===== config.mk =====
export PLATFORM = sky130hd
export DESIGN_NAME = spi_mode0_rx
export DESIGN_NICKNAME = d
export VERILOG_FILES = /design/src/rtl/spi_mode0_rx.sv
export SDC_FILE = /design/constraint.sdc
export NUM_CORES = 1
export LEC_CHECK = 0
export ABC_AREA = 1
export CORE_UTILIZATION = 66
export DETAILED_ROUTE_END_ITERATION = 7
export DONT_BUFFER_PORTS = 1
export GPL_TIMING_DRIVEN = 1
export PLACE_DENSITY = 0.86
export SLEW_MARGIN = 20
export SYNTH_ARGS = -nofsm -noshare
export SYNTH_HDL_FRONTEND = slang
export SYNTH_SLANG_ARGS = --single-unit
export TNS_END_PERCENT = 30

===== constraint.sdc =====
create_clock -name clk -period 6.64 [get_ports clk]
set_clock_uncertainty 0.1 [all_clocks]
set_input_delay 1.328 -clock clk [delete_from_list [all_inputs] [get_ports clk]]
set_output_delay 1.328 -clock clk [all_outputs]
set_load 0.02 [all_outputs]

===== src/rtl/spi_mode0_rx.sv =====
// SPI mode-0 slave receiver: oversamples SCLK/MOSI/CS, assembles MSB-first words
// and hands them to the local consumer through a small first-word-fall-through FIFO.
`timescale 1ns/1ps
module spi_mode0_rx #(
    parameter int DATA_W      = 8,
    parameter int SYNC_STAGES = 2,
    parameter int FIFO_DEPTH  = 4
) (
    input  logic              clk,
    input  logic              rst_n,
    input  logic              SCLK,
    input  logic              MOSI,
    input  logic              CS,
    output logic [DATA_W-1:0] rx_data,
    output logic              rx_valid,
    input  logic              rx_ready,
    output logic              frame_err,
    output logic              overflow,
    output logic              busy
);
    localparam int BIT_W = $clog2(DATA_W);
    localparam int PTR_W = $clog2(FIFO_DEPTH);
    localparam int CNT_W = $clog2(FIFO_DEPTH + 1);

    typedef enum logic {IDLE, SHIFT} state_t;

    logic [SYNC_STAGES-1:0] sclk_sync_reg;
    logic [SYNC_STAGES-1:0] mosi_sync_reg;
    logic [SYNC_STAGES-1:0] cs_sync_reg;
    logic                   sclk_prev_reg;
    logic                   sclk_s;
    logic                   mosi_s;
    logic                   cs_s;
    logic                   sclk_rise;

    state_t                 state_reg;
    state_t                 state_next;
    logic [DATA_W-2:0]      shift_reg;
    logic [DATA_W-2:0]      shift_next;
    logic [BIT_W-1:0]       bit_cnt_reg;
    logic [BIT_W-1:0]       bit_cnt_next;
    logic                   frame_err_reg;
    logic                   frame_err_next;
    logic                   overflow_reg;
    logic                   overflow_next;
    logic                   push;
    logic [DATA_W-1:0]      push_word;

    logic [DATA_W-1:0]      mem [FIFO_DEPTH];
    logic [PTR_W-1:0]       wr_ptr_reg;
    logic [PTR_W-1:0]       rd_ptr_reg;
    logic [CNT_W-1:0]       count_reg;
    logic                   full;
    logic                   pop;
    logic                   wr_en;

    // All three lines share one chain depth so MOSI stays aligned with its SCLK edge.
    always_ff @(posedge clk or negedge rst_n) begin
        if (!rst_n) begin
            sclk_sync_reg <= '0;
            mosi_sync_reg <= '0;
            cs_sync_reg   <= '1;
            sclk_prev_reg <= 1'b0;
        end else begin
            sclk_sync_reg <= {sclk_sync_reg[SYNC_STAGES-2:0], SCLK};
            mosi_sync_reg <= {mosi_sync_reg[SYNC_STAGES-2:0], MOSI};
            cs_sync_reg   <= {cs_sync_reg[SYNC_STAGES-2:0], CS};
            sclk_prev_reg <= sclk_s;
        end
    end

    assign sclk_s    = sclk_sync_reg[SYNC_STAGES-1];
    assign mosi_s    = mosi_sync_reg[SYNC_STAGES-1];
    assign cs_s      = cs_sync_reg[SYNC_STAGES-1];
    assign sclk_rise = sclk_s & ~sclk_prev_reg;

    // Only DATA_W-1 bits are held: the final bit joins the word as it is pushed.
    assign push_word = {shift_reg, mosi_s};

    always_ff @(posedge clk or negedge rst_n) begin
        if (!rst_n) begin
            state_reg     <= IDLE;
            shift_reg     <= '0;
            bit_cnt_reg   <= '0;
            frame_err_reg <= 1'b0;
            overflow_reg  <= 1'b0;
        end else begin
            state_reg     <= state_next;
            shift_reg     <= shift_next;
            bit_cnt_reg   <= bit_cnt_next;
            frame_err_reg <= frame_err_next;
            overflow_reg  <= overflow_next;
        end
    end

    always_comb begin
        state_next     = state_reg;
        shift_next     = shift_reg;
        bit_cnt_next   = bit_cnt_reg;
        frame_err_next = 1'b0;
        push           = 1'b0;
        case (state_reg)
            IDLE: begin
                if (!cs_s) begin
                    state_next   = SHIFT;
                    shift_next   = '0;
                    bit_cnt_next = '0;
                end
            end
            SHIFT: begin
                // CS release takes priority over a coincident SCLK edge.
                if (cs_s) begin
                    state_next     = IDLE;
                    bit_cnt_next   = '0;
                    frame_err_next = (bit_cnt_reg != '0);
                end else if (sclk_rise) begin
                    shift_next = push_word[DATA_W-2:0];
                    if (bit_cnt_reg == BIT_W'(DATA_W - 1)) begin
                        push         = 1'b1;
                        bit_cnt_next = '0;
                    end else begin
                        bit_cnt_next = bit_cnt_reg + BIT_W'(1);
                    end
                end
            end
            default: state_next = IDLE;
        endcase
    end

    assign busy      = (state_reg == SHIFT);
    assign frame_err = frame_err_reg;
    assign overflow  = overflow_reg;

    assign rx_valid      = (count_reg != '0);
    assign full          = (count_reg == CNT_W'(FIFO_DEPTH));
    assign pop           = rx_valid & rx_ready;
    // A full FIFO still accepts a word when the head leaves in the same cycle.
    assign wr_en         = push & (~full | pop);
    assign overflow_next = push & full & ~pop;

    always_ff @(posedge clk) begin
        if (wr_en) begin
            mem[wr_ptr_reg] <= push_word;
        end
    end

    always_ff @(posedge clk or negedge rst_n) begin
        if (!rst_n) begin
            wr_ptr_reg <= '0;
            rd_ptr_reg <= '0;
            count_reg  <= '0;
        end else begin
            if (wr_en) begin
                wr_ptr_reg <= wr_ptr_reg + PTR_W'(1);
            end
            if (pop) begin
                rd_ptr_reg <= rd_ptr_reg + PTR_W'(1);
            end
            case ({wr_en, pop})
                2'b10:   count_reg <= count_reg + CNT_W'(1);
                2'b01:   count_reg <= count_reg - CNT_W'(1);
                default: count_reg <= count_reg;
            endcase
        end
    end

    // Gate the head so an empty FIFO presents zero rather than stale storage.
    assign rx_data = rx_valid ? mem[rd_ptr_reg] : '0;

endmodule


==> out/qor.tcl <==
set qor(seq_area_frac_synth_pct) 65.0
set qor(worst_r2r_path_cells) 11
set qor(route.detailed.vias_per_inst) 5.05
set qor(dieWidth_um) 63.8
set qor(final_max_slew_viol_count) 0
set qor(worstPathCellList) {inv_6 > nand2_1 > nand3_1 > a21oi_1}
set qor(fmax_mhz) 310
set qor(fraction_of_layout_cells_with_a_size_suffix_above_1_pct) 7.06
set qor(post_cts_resized) 0
set qor(critical_r2r_launch) {bit_cnt_reg[0]}
set qor(post_synth_num_cell_types) 22
set qor(rsz0062_at_grt) {no}
set qor(worst_setup_hold_path_clk_slew_ns) 0.06
set qor(hpwlAfterDp_um) 2500
set qor(antenna_cells) 0
set qor(finalWeightedCongestion) 0.787
set qor(max_cap_violations) 0
set qor(cts.hold.buffers_added) 0
set qor(largest_reg_flops) 32
set qor(ctsLongestPathBuffers) 2
set qor(overflow) 0
set qor(crit_path_top_delay_cell) {sky130_fd_sc_hd__dfrtp_1}
set qor(timing.reg2reg.setup_slack_ns) 4.32
set qor(type_of_destination_of_the_critical_path) {output port}
set qor(die_height_um) 63.8
set qor(htree_num_levels) 3
set qor(worstSetupPathType) {reg -> out}
set qor(clock_latency_ns) 0.32
set qor(hold_path_class) {reg -> reg}
set qor(synth-edff-count) 32
set qor(power.density_cell_area_nw_per_um2) 345
set qor(timing_hold_violations_final) 0
set qor(post-cts-setup-buffer-count) 0
set qor(filler_cell_count) 253
set qor(final_core_utilization_pct) 73.8
set qor(critical_path.reg2reg.endpoint) {count_reg[2]}
set qor(final.setup.tns_ns) 0
set qor(mappedNetlistNets) 258
set qor(combined_area_of_all_synthesized_cells_sq_um) 2520
set qor(ctsRootBufferMaster) {sky130_fd_sc_hd__clkbuf_8}
set qor(finish.net_count) 265
set qor(top_level_ports) 18
set qor(path_max_fanout) 18
set qor(multi_input_area_sq_um) 667
set qor(period_minus_slack_ns) 3.22
set qor(min_path_cells) 0
set qor(die_area_sq_um) 4070
set qor(finalInstanceArea_sq_um) 2700
set qor(min_from) {mosi_sync_reg[0]}
set qor(drt_first_iter_violations) 58
set qor(timing.final.ws_setup_ns) 3.42
set qor(clock-sinks) 59
set qor(period_share_pct) 48.5
set qor(synth_area_per_cell_sq_um) 10.4
set qor(timing.hold.worst_endpoint) {mosi_sync_reg[1]}
set qor(family_with_the_most_delay_on_the_worst_path) {flip-flops}
set qor(placement_rows) 22
set qor(critical_path.max_stage_delay_ns) 0.75
set qor(placed_cell_area_sq_um) 2540
set qor(place_worst_setup_slack_ns) 3.74
set qor(critPathLaunchType) {register}
set qor(drt_pass1_iterations) 4
set qor(synth-warning-count) 0
set qor(signed_area_change_from_the_synthesized_netlist_to_the_final_layout_pct) 7.04
set qor(wire_per_inst_um) 12.4
set qor(tightest_slew_ns) 0.820
set qor(layout_common_cells) {78 x sky130_fd_sc_hd__nand2_1, 43 x sky130_fd_sc_hd__inv_1, 32 x sky130_fd_sc_hd__edfxtp_1}
set qor(count_of_buffer_and_inverter_cells_on_the_critical_path) 1
set qor(static_leak_nw) 1.23
set qor(status) {finished clean}
set qor(final_common_cell) {sky130_fd_sc_hd__nand2_1}
set qor(number_of_standard_cells_after_synthesis) 243
set qor(synth_top_flop_cell) {sky130_fd_sc_hd__edfxtp_1}
set qor(initial_core_util_pct) 68.9
set qor(antenna_violations_before_repair) 0
set qor(relSlewSlack_pct) 45.1
set qor(number_of_global_route_vias_before_repair) 1394
set qor(drt_drc_violations_left) 0
set qor(critical_path_arrival_ns) 1.79
set qor(core_area_sq_um) 3660
set qor(grt_first_pass_wirelength_um) 6390
set qor(cts_made_buffers) 9
set qor(globalRouteTotalUtil_pct) 22.0
set qor(setup_viol_count_final) 0
set qor(ant_nets) 0
set qor(port_buffers) 0
set qor(irDropWorstVdd_uv) 223
set qor(synth.ff_latch_count) 59
set qor(wirelength_um) 3770
set qor(cts_tree) {yes}
set qor(register_area_sq_um) 1640
set qor(via_count) 1531
set qor(worst-endpoint-required_ns) 5.21
set qor(grt_max_degree) 28
set qor(async_flop_share_pct) 45.8
per-layer routing:
metal  up-vias  global-route usage (%)  routed length (um)
li1        777                       -                   -
met1       718                    27.8                1710
met2        34                    34.4                1880
met3         2                    7.68                 161
met4         0                    9.38                  20
met5         -                       0                   0
area by class of cell:
cell class	instances	share of cell area (%)
Clock buffer	16	5.93
Multi-Input combinational cell	135	24.7
Inverter	45	6.44
Sequential cell	59	60.7
Tap cell	48	2.22
cells in the mapped netlist (2+ instances only):
cell type                  instances  area share (%)
sky130_fd_sc_hd__a21oi_1           9             1.8
sky130_fd_sc_hd__buf_6             2            0.89
sky130_fd_sc_hd__dfrtp_1          25              25
sky130_fd_sc_hd__dfstp_2           2             2.1
sky130_fd_sc_hd__edfxtp_1         32              38
sky130_fd_sc_hd__ha_1              8             4.0
sky130_fd_sc_hd__inv_1            43             6.4
sky130_fd_sc_hd__nand2_1          78              12
sky130_fd_sc_hd__nand2_2           2            0.50
sky130_fd_sc_hd__nand3_1          13             2.6
sky130_fd_sc_hd__nor2_1            7             1.0
sky130_fd_sc_hd__nor2_2            2            0.50
sky130_fd_sc_hd__o21ai_0           9             1.8
sky130_fd_sc_hd__xnor2_1           2            0.69
sky130_fd_sc_hd__xor2_1            2            0.69
cell families (layout without fill, tap and decap cells):
| logic type | Yosys count | after routing | share of synthesized area (%) |
|---|---|---|---|
| AO/OA/AOI/OAI | 19 | 19 | 3.87 |
| XOR/XNOR | 4 | 4 | 1.39 |
| adder cells (fa/ha/maj) | 9 | 9 | 4.76 |
| buffers and inverters | 49 | 61 | 8.58 |
| flip-flops | 59 | 59 | 65.0 |
| AND/OR/NAND/NOR | 103 | 103 | 16.4 |
worst max-delay path by stage:
stage,start,endpoint,depth (start not counted)
final,rd_ptr_reg[0],rx_data[3],4
after global placement,rd_ptr_reg[0],rx_data[4],4
after detailed placement,rd_ptr_reg[0],rx_data[4],4
after global routing,rd_ptr_reg[0],rx_data[1],4
after floorplan,rx_ready,count_reg[2],9
after CTS,rd_ptr_reg[0],rx_data[4],4
power breakdown:
| group | total [mW] | switching, mW | internal, mW |
|---|---|---|---|
| Clock | 0.265 | 0.118 | 0.147 |
| Combinational | 0.222 | 0.157 | 0.0649 |
| Sequential | 0.444 | 0.0393 | 0.405 |
| Total | 0.931 | 0.315 | 0.616 |
worst reg2reg max path: stages, from the launching register on:
cell and delay [ns]:
sky130_fd_sc_hd__dfrtp_1 0.41, sky130_fd_sc_hd__ha_1 0.23, sky130_fd_sc_hd__ha_1 0.20, sky130_fd_sc_hd__nand3_1 0.12, sky130_fd_sc_hd__nor2_2 0.07, sky130_fd_sc_hd__nand2_2 0.13
sky130_fd_sc_hd__ha_1 0.18, sky130_fd_sc_hd__inv_1 0.06, sky130_fd_sc_hd__fa_1 0.38, sky130_fd_sc_hd__nand2_1 0.08, sky130_fd_sc_hd__nand3_1 0.09, sky130_fd_sc_hd__xor2_1 0.15
through the flow:
step,instances,hold slack [ns],power (mW)
2_1_floorplan,243,0.231,0.660
3_3_place_gp,287,0.234,0.664
3_5_place_dp,287,0.236,0.674
4_1_cts,303,0.249,0.938
5_1_grt,303,0.254,0.987
6_report,303,0.247,0.931
No activity file was read; power rests on OpenSTA's default activity.
